<file path="src/rtl/subckt_seq_pkg.sv">
// subckt_seq_pkg: shared types and constants for the subcircuit self-test
// sequencer family.
//   seq_state_e  - sequencer FSM states
//   DEF_*        - default LFSR taps, LFSR seed and MISR polynomial
//   cnt_width()  - width of the shared phase counter
package subckt_seq_pkg;

  typedef enum logic [2:0] {
    IDLE,
    RST_DUT,
    APPLY,
    FLUSH,
    COMPARE,
    DONE
  } seq_state_e;

  localparam logic [15:0] DEF_LFSR_TAPS = 16'hB400;
  localparam logic [15:0] DEF_SEED      = 16'hACE1;
  localparam logic [15:0] DEF_MISR_POLY = 16'h8016;

  // One counter serves every timed phase, so size it for the longest one.
  function automatic int unsigned cnt_width(input int unsigned a,
                                            input int unsigned b,
                                            input int unsigned c);
    int unsigned m;
    m = a;
    if (b > m) m = b;
    if (c > m) m = c;
    return $clog2(m) + 1;
  endfunction

endpackage

</file>
<file path="src/rtl/subckt_test_sequencer_misr.sv">
// seq_misr: multiple-input signature register with enable and synchronous clear.
//   clk    in  clock
//   rst_n  in  asynchronous active-low reset (signature -> 0)
//   clr    in  synchronous clear (wins over en)
//   en     in  compact din this cycle
//   din    in  IN_W response bits, folded into the low signature bits
//   sig    out current signature
module seq_misr
  import subckt_seq_pkg::*;
#(
  parameter int unsigned W    = 16,
  parameter int unsigned IN_W = 1,
  parameter logic [W-1:0] POLY = W'(DEF_MISR_POLY)
) (
  input  logic            clk,
  input  logic            rst_n,
  input  logic            clr,
  input  logic            en,
  input  logic [IN_W-1:0] din,
  output logic [W-1:0]    sig
);

  always_ff @(posedge clk or negedge rst_n) begin
    if (!rst_n) begin
      sig <= '0;
    end else if (clr) begin
      sig <= '0;
    end else if (en) begin
      sig <= {sig[W-2:0], 1'b0} ^ (sig[W-1] ? POLY : '0) ^ W'(din);
    end
  end

endmodule

</file>
<file path="src/rtl/subckt_test_sequencer.sv">
// subckt_test_sequencer: self-test controller for one small registered
// subcircuit. Resets it, drives LFSR patterns, compacts its response into a
// MISR and compares the signature with a golden value.
//   ctl_clk     in   clock (also clocks the subcircuit)
//   ctl_rst     in   asynchronous active-low reset
//   start       in   run request, accepted only in IDLE
//   golden_sig  in   expected signature, sampled in COMPARE
//   dut_resp    in   subcircuit output
//   abort       in   (only with SUBCKT_SEQ_ABORT_EN) cancel a run in progress
//   dut_stim    out  subcircuit inputs
//   dut_rst     out  subcircuit active-low reset
//   busy        out  high outside IDLE
//   done        out  one-cycle end-of-run pulse
//   pass/fail   out  sticky verdict, cleared when a new run is accepted
//   signature   out  current MISR value
// Build option: define SUBCKT_SEQ_ABORT_EN to add the abort input.
module subckt_test_sequencer
  import subckt_seq_pkg::*;
#(
  parameter int unsigned N_IN    = 4,
  parameter int unsigned LFSR_W  = 16,
  parameter int unsigned NUM_PAT = 256,
  parameter int unsigned DUT_LAT = 2,
  parameter int unsigned RST_CYC = 2,
  parameter int unsigned MISR_W  = 16,
  parameter logic [LFSR_W-1:0] LFSR_TAPS = LFSR_W'(DEF_LFSR_TAPS),
  parameter logic [LFSR_W-1:0] SEED      = LFSR_W'(DEF_SEED),
  parameter logic [MISR_W-1:0] MISR_POLY = MISR_W'(DEF_MISR_POLY)
) (
  input  logic              ctl_clk,
  input  logic              ctl_rst,
  input  logic              start,
  input  logic [MISR_W-1:0] golden_sig,
  input  logic              dut_resp,
`ifdef SUBCKT_SEQ_ABORT_EN
  input  logic              abort,
`endif
  output logic [N_IN-1:0]   dut_stim,
  output logic              dut_rst,
  output logic              busy,
  output logic              done,
  output logic              pass,
  output logic              fail,
  output logic [MISR_W-1:0] signature
);

  localparam int unsigned CW = cnt_width(NUM_PAT, RST_CYC, DUT_LAT);
  // An all-zero seed would lock the LFSR.
  localparam logic [LFSR_W-1:0] SEED_EFF = (SEED == '0) ? LFSR_W'(1) : SEED;

  seq_state_e        state_q, state_d;
  logic [CW-1:0]     cnt_q, cnt_d;
  logic [LFSR_W-1:0] lfsr_q;
  logic [DUT_LAT-1:0] vpipe_q;
  logic              abort_take;
  logic              start_take;
  logic              cap_en;

`ifdef SUBCKT_SEQ_ABORT_EN
  assign abort_take = abort && (state_q != IDLE);
  assign start_take = start && !abort && (state_q == IDLE);
`else
  assign abort_take = 1'b0;
  assign start_take = start && (state_q == IDLE);
`endif

  always_ff @(posedge ctl_clk or negedge ctl_rst) begin
    if (!ctl_rst) begin
      state_q <= IDLE;
      cnt_q   <= '0;
    end else begin
      state_q <= state_d;
      cnt_q   <= cnt_d;
    end
  end

  always_comb begin
    state_d  = state_q;
    cnt_d    = cnt_q;
    busy     = (state_q != IDLE);
    done     = 1'b0;
    dut_stim = '0;
    case (state_q)
      IDLE: begin
        cnt_d = '0;
        if (start_take) state_d = RST_DUT;
      end
      RST_DUT: begin
        if (cnt_q == CW'(RST_CYC - 1)) begin
          state_d = APPLY;
          cnt_d   = '0;
        end else begin
          cnt_d = cnt_q + CW'(1);
        end
      end
      APPLY: begin
        dut_stim = lfsr_q[N_IN-1:0];
        if (cnt_q == CW'(NUM_PAT - 1)) begin
          state_d = FLUSH;
          cnt_d   = '0;
        end else begin
          cnt_d = cnt_q + CW'(1);
        end
      end
      FLUSH: begin
        if (cnt_q == CW'(DUT_LAT - 1)) begin
          state_d = COMPARE;
          cnt_d   = '0;
        end else begin
          cnt_d = cnt_q + CW'(1);
        end
      end
      COMPARE: state_d = DONE;
      DONE: begin
        done    = 1'b1;
        state_d = IDLE;
      end
      default: state_d = IDLE;
    endcase
    if (abort_take) begin
      state_d = IDLE;
      cnt_d   = '0;
    end
  end

  // dut_rst is registered so it reads 0 while ctl_rst is asserted, even
  // though IDLE itself releases the subcircuit.
  always_ff @(posedge ctl_clk or negedge ctl_rst) begin
    if (!ctl_rst) begin
      dut_rst <= 1'b0;
      lfsr_q  <= SEED_EFF;
      vpipe_q <= '0;
      pass    <= 1'b0;
      fail    <= 1'b0;
    end else begin
      dut_rst <= (state_d != RST_DUT) && !abort_take;
      // Valid bit enters with each applied pattern and exits DUT_LAT cycles later.
      vpipe_q <= abort_take ? '0 : DUT_LAT'({vpipe_q, (state_q == APPLY)});
      if (start_take) begin
        lfsr_q <= SEED_EFF;
      end else if (state_q == APPLY) begin
        lfsr_q <= (lfsr_q >> 1) ^ (lfsr_q[0] ? LFSR_TAPS : '0);
      end
      if (start_take || abort_take) begin
        pass <= 1'b0;
        fail <= 1'b0;
      end else if (state_q == COMPARE) begin
        pass <= (signature == golden_sig);
        fail <= (signature != golden_sig);
      end
    end
  end

  assign cap_en = vpipe_q[DUT_LAT-1] && !abort_take;

  seq_misr #(
    .W    (MISR_W),
    .IN_W (1),
    .POLY (MISR_POLY)
  ) u_misr (
    .clk   (ctl_clk),
    .rst_n (ctl_rst),
    .clr   (start_take),
    .en    (cap_en),
    .din   (dut_resp),
    .sig   (signature)
  );

endmodule

</file>
<file path="config.mk">
export PLATFORM = sky130hd
export DESIGN_NAME = subckt_test_sequencer
export DESIGN_NICKNAME = d
export VERILOG_FILES = /design/src/rtl/subckt_seq_pkg.sv /design/src/rtl/subckt_test_sequencer_misr.sv /design/src/rtl/subckt_test_sequencer.sv
export SDC_FILE = /design/constraint.sdc
export NUM_CORES = 1
export LEC_CHECK = 0
export ABC_AREA = 0
export CORE_ASPECT_RATIO = 1.2
export CORE_MARGIN = 1
export CORE_UTILIZATION = 50
export CTS_BUF_LIST = sky130_fd_sc_hd__clkbuf_2
export CTS_CLUSTER_DIAMETER = 40
export DETAILED_ROUTE_END_ITERATION = 6
export DONT_BUFFER_PORTS = 1
export GPL_TIMING_DRIVEN = 0
export PLACE_DENSITY_LB_ADDON = 0.15
export SETUP_SLACK_MARGIN = 0.3
export SLEW_MARGIN = 10
export SYNTH_ARGS = -nofsm -noshare
export SYNTH_HDL_FRONTEND = slang
export SYNTH_HIERARCHICAL = 1
export SYNTH_SLANG_ARGS = --single-unit
</file>
<file path="constraint.sdc">
create_clock -name ctl_clk -period 2 [get_ports ctl_clk]
set_input_delay 0.2 -clock ctl_clk [delete_from_list [all_inputs] [get_ports ctl_clk]]
set_output_delay 0.2 -clock ctl_clk [all_outputs]
set_load 0.005 [all_outputs]
</file>
# Word level (Yosys, flattened, before mapping)
# Cells that the tools add are included.
# totals
ff_bits	49
input_bits	20
elab_cells	50
out_inout_bits	25
# op_classes
bitwise	3
n_mux	20
reduce_logical	8
add_sub_neg	1
eq_ne	10
# op_table
operator	count
16-bit 2-to-1 mux	6
9-bit one-hot mux with 3 select lines	1
9-bit 2-to-1 mux	2
16-bit == test	1
16-bit inequality test	1
15-bit by 16-bit bitwise XOR with 16-bit output	1
16-bit by 1-bit bitwise XOR with 16-bit output	1
16-bit bitwise XOR	1
3-bit one-hot mux with 5 select lines	1
3-bit 2-to-1 mux	4
9-bit by 1-bit adder with 9-bit output, second input constant	1
9-bit by 1-bit == test with 1-bit output, second input constant	1
9-bit by 8-bit == test with 1-bit output, second input constant	1
3-bit by 2-bit == test with 1-bit output, second input constant	2
3-bit == test, second input constant	2
2-bit nonzero test	3
3-bit nonzero test	2
1-bit 2-to-1 mux	5
4-bit 2-to-1 mux	1
3-bit by 1-bit == test with 1-bit output, second input constant	1
3-bit zero test	1
3-bit by 1-bit inequality test with 1-bit output, second input constant	1
2-bit OR reduction	1
1-bit logical AND	1

# Longest topological paths before layout
# Gate-level depths: netlist (run 1).
# depth
word_depth	5
depth_mapped	8

# By module
# The synthesis (run 1) kept the hierarchy.
# by_module_without_submodules
mod	area_each_um2	n_inst	cells_per_inst	seq_area_each_um2
subckt_test_sequencer	1736.7	1	173	835.8
seq_misr	669.4	1	56	400.4

# Worst setup path after synthesis (run 1)
# OpenSTA, ideal clock, no wires.
# synth_path
path_type	register -> register
startpoint	register state_q[2]
endpoint	register u_misr.sig[0]
arrival_time_ns	1.416
setup_ns	0.121
period_less_slack_ns	1.537
path_stages_with_launch	8
slack_ns	0.463
t_required_ns	1.879
path_cell_list	dfrtp_1 > buf_4 > nor3_1 > nand2_1 > inv_1 > clkbuf_1 > buf_2 > nor2_1
# synth_between
elab_chain_len	3
# synth_rtl
element	line	rtl
start, declared	subckt_test_sequencer.sv:51	seq_state_e state_q, state_d;
start signal, assigned	subckt_test_sequencer.sv:72	state_q <= state_d;
3-bit zero test (*)	subckt_test_sequencer.sv:64	assign start_take = start && (state_q == IDLE);
1-bit logical AND (*)	subckt_test_sequencer.sv:64	
net start_take	subckt_test_sequencer.sv:56	logic start_take;
16-bit 2-to-1 mux / 2-bit nonzero test (equally long branches)	-	
end signal, assigned	subckt_test_sequencer_misr.sv:29	sig <= {sig[W-2:0], 1'b0} ^ (sig[W-1] ? POLY : '0) ^ W'(din);
end, declared	subckt_test_sequencer_misr.sv:20	output logic [W-1:0] sig
# The timed path passes the listed nets; every way through them passes the cells marked *.
# A chain may end at the register's enable or synchronous reset.

# Worst setup path after layout (run 1)
# layout_path
startpoint	register state_q[0]
endpoint	output port dut_stim[0]
# layout_between
elab_chain_len	2
# layout_rtl
element	line	rtl
3-bit by 2-bit == test with 1-bit output	subckt_test_sequencer.sv:83	case (state_q)
4-bit 2-to-1 mux	subckt_test_sequencer.sv:83	
end, declared	subckt_test_sequencer.sv:38	output logic [N_IN-1:0] dut_stim,
# Every way passes these cells.

==> impl.org, run 1 <==
** Yosys
- The most used flip-flop cell after synthesis is dfrtp_1.
- Yosys synthesis warning count :: 6
- Synthesis handed over a netlist of 229 instances.
- Of the synthesized area, sequential elements account for 0.514.
- Yosys mapped a number of flops with a built-in enable equal to 0.
- Distinct cell type count of the synthesized netlist :: 44
- Mean cell area of the mapped netlist :: 10.5 sq um
- The number of nets in the synthesized netlist is 253.
- Synthesis inferred 49 register bits.
- Of all flip-flops after synthesis, the portion carrying an async set or reset was 1.00.
- Post-synth design cell area :: 0.00241 sq mm

** Timing
- The clock period could shrink to 1760 ps.
- At the pin with the least slew margin, the transition time is 329 ps.
- Setup clock skew after layout :: 22.7 ps
- Setup slack closes at 236 ps.
- Final max-slew violation count :: 0
- Final setup viols :: 0
- Unrepaired setup endpoints after global routing :: yes
- In the finished design, the share of the clock period the worst path needs comes to 0.882.
- Total Neg Setup Slack :: 0 ps
- Worst slew margin :: 0.779
- Derived from the worst setup path, the maximum achievable clock frequency is 0.567 GHz.
- Tightest hold margin :: 53.7 ps
- Final hold violations :: 0

** Critical path
- STA classifies the critical path startpoint as a register.
- The setup path with the least slack is of type reg -> out.
- In this run the worst path has a maximum fanout of 6.
- Data arrival time of the critical path :: 1560 ps
- For the worst setup path, the data required time is 1800 ps.
- The worst setup path is captured at an output pin.

** Power and ir drop
- Of the total power, the clock network draws 0.268.
- Pleak :: 1.37 nW
- Power comes to 2.46 mW.
- Of the total power, the share spent switching nets is 0.307.
- Power Density :: 881 mW/mm^2
- Power share of the sequential group :: 0.572
- The share of total power dissipated in combinational logic is 0.160.
- Sw power :: 0.753 mW
- IR analysis of the VDD net gives a maximum drop of 0.000402 V.
- Cell internal power was estimated by the tool at 1.70 mW.

** Layout
- After routing the design area is 0.00279 sq mm.
- Of the cells placed in the final design, the portion with a size suffix greater than 1 is 0.237.
- Fill cell instance count of the final layout :: 408
- Number of antenna cells inserted :: 0
- The area growth from synthesis to layout is 15.9%.
- Layout Nets :: 280

** Place
- Cell area after placement :: 0.00248 sq mm
- Routability-driven placement finished with a final weighted congestion of 0.714.
- Worst setup slack before clock tree synthesis :: 80.3 ps
- After legalization and detailed placement, the total HPWL measured 3.01 mm.
- Number of buffers added on ports :: 0

** Global route
- Initial antenna violation count :: 0
- Vias in the first global route :: 1,683
- Global routing finished with a remaining overflow of 0.
- The first global-routing pass estimated 7.59 mm of wire.
- Pin count of the biggest net entering global routing :: 50
- Across every metal layer, demand over resource in global routing totals 0.196.

** Clock network
- TritonCTS created 5 clock buffers.
- After clock tree synthesis, the clock-pin slew on the worst setup and hold paths is 240 ps.
- Clock tree synthesis selected as its root buffer the cell clkbuf_2.
- The later pin in the worst-skew pair is clocked with a latency of 430 ps.
- # H-tree levels :: 2
- Clock sinks :: 49
- TritonCTS clock tree :: yes
- The longest clock path from root to sink contains 2 buffers.

** Floorplan
- The floorplan has 27 rows.
- Die outline area :: 0.00509 sq mm
- For this configuration, the core starts out at a cell density of 0.524.
- The die is 78.0 microns tall.
- From left edge to right edge, the die measures 65.3 microns.
- The core region is 0.00459 sq mm.
- IO Count :: 45

** Detailed routing
- Vias :: 1,671
- Dividing the detail-routed wire length by the instance count gives 14.6 microns.
- For this block, the routed nets add up to 4.61 mm of wire.
- The count of nets left with antenna violations once routing finished came out at 0.
- Pre-Repair DR Iteration Count :: 4
- Vias per inst :: 5.30
- After detailed routing, the number of remaining DRC violations is 0.
- Number of violations reported at the end of detailed-routing iteration 0 :: 90

** Status
- Result of the run :: complete, no violations

** Hold path
- Worst hold path type :: in -> reg

** Flow run
- Max-cap violation count :: 0
-- per-layer routing --
metal,GRT usage,routed length [microns]
met2,0.323,2240
met4,0.0848,82
met1,0.248,2080
met5,0,0
met3,0.0368,197
-- power groups by stage --
stage | logic [mW] | registers (mW) | clock network, mW
after floorplan | 0.318 | 1.36 | 0
after global placement | 0.359 | 1.42 | 0
after detailed placement | 0.368 | 1.42 | 0
after CTS | 0.401 | 1.41 | 0.677
after global routing | 0.466 | 1.44 | 0.707
final | 0.394 | 1.41 | 0.657
-- worst max-delay path: stages, from the launching register on --
cell and delay (ps):
dfrtp_2 460, nand2b_4 140, or2_1 220, buf_6 140, inv_8 50, and2_4 140
-- cell type report --
cell class,count,area [sq um],share of cell area
inverters,7,33.8,0.0121
repair buffers,20,178,0.0637
multi-input cells,162,1080,0.386
plain buffers,11,97.6,0.0350
flip-flops and latches,49,1240,0.445
clock inverters,3,65.1,0.0233
clock buffers,5,25.0,0.00897
well taps,58,72.6,0.0260
-- cell usage after synthesis (2+ instances only) --
master,n,area (sq um)
dfrtp_1,41,1030
nor2_1,30,113
nand2_1,27,101
xor2_1,23,201
nand3_1,13,65.1
mux2i_1,12,120
dfstp_2,8,210
xnor2_1,7,61.3
inv_1,6,22.5
buf_2,4,20.0
ha_1,4,50.1
a211oi_1,3,22.5
buf_6,3,33.8
nand4_1,3,18.8
nor4_1,3,18.8
o211ai_1,3,22.5
o21ai_0,3,15.0
a211o_1,2,17.5
a21o_1,2,15.0
a21oi_1,2,10.0
and2_1,2,12.5
and2_4,2,17.5
buf_4,2,15.0
clkbuf_1,2,7.51
nand2b_1,2,12.5
nor3_1,2,10.0
-- placed cells by master, fill, tap and decap left out, types with 3 or more instances in the layout --
cell           Yosys  final
xor2_1            23     23
o211ai_1           3      3
nand3_1           13     13
nand4_1            3      3
a211oi_1           3      3
and2_4             2      4
clkbuf_2           0      6
nor2_1            30     30
nand2_1           27     27
inv_1              6      5
dlygate4sd3_1      0      3
buf_4              2     17
dfstp_2            8      8
mux2i_1           12     12
nor4_1             3      3
buf_6              3      6
xnor2_1            7      7
dfrtp_1           41     38
dfrtp_2            0      3
o21ai_0            3      3
ha_1               4      4
-- timing repair --
action,4_1_cts,5_1_grt
pin swaps,5,1
setup buffers,9,7
cloned,0,0
gates resized for setup,10,8
setup endpoints to repair,16,32
hold endpoints to repair,53,0
hold buffers,4,0
-- kinds of logic (layout without fill, tap and decap cells) --
logic type / after synthesis / after routing / synth area share
AO/OA/AOI/OAI: 23 / 23 / 0.0697
buffers and inverters: 18 / 46 / 0.0458
adder cells (fa/ha/maj): 4 / 4 / 0.0208
AND/OR/NAND/NOR: 93 / 93 / 0.191
XOR/XNOR: 30 / 30 / 0.109
multiplexers: 12 / 12 / 0.0499
flip-flops: 49 / 49 / 0.514
-- through the flow --
stage / instances / util
CTS: 308 / 0.592
global route: 315 / 0.607
floorplan: 229 / -
global placement: 287 / 0.539
finish: 315 / 0.607
detailed placement: 287 / 0.539
-- registers in the layout, indices dropped and copies added, names as in the netlist --
register	cells
lfsr_q	16
u_misr/sig	16
cnt_q	9
state_q	3
vpipe_q	2
dut_rst	1
fail	1
pass	1
-- final timing paths --
kind	startpoint	endpoint	slack, ps	cells past startpoint
max	state_q[0]	dut_stim[0]	240	5
min	golden_sig[13]	pass	50	2
max reg2reg	cnt_q[3]	cnt_q[3]	340	8
min in group asynchronous	ctl_rst	u_misr/sig[15]	230	2
min reg2reg	vpipe_q[0]	vpipe_q[1]	360	0
max in group asynchronous	ctl_rst	lfsr_q[0]	1480	2
Note: power is estimated with default switching activity, not from simulation.
==> run 2, diff against run 1 <==
- CTS_CLUSTER_DIAMETER: 40 -> 150
==> results of run 2 <==
Final layout, timing and power as in run 1 (identical DEF).
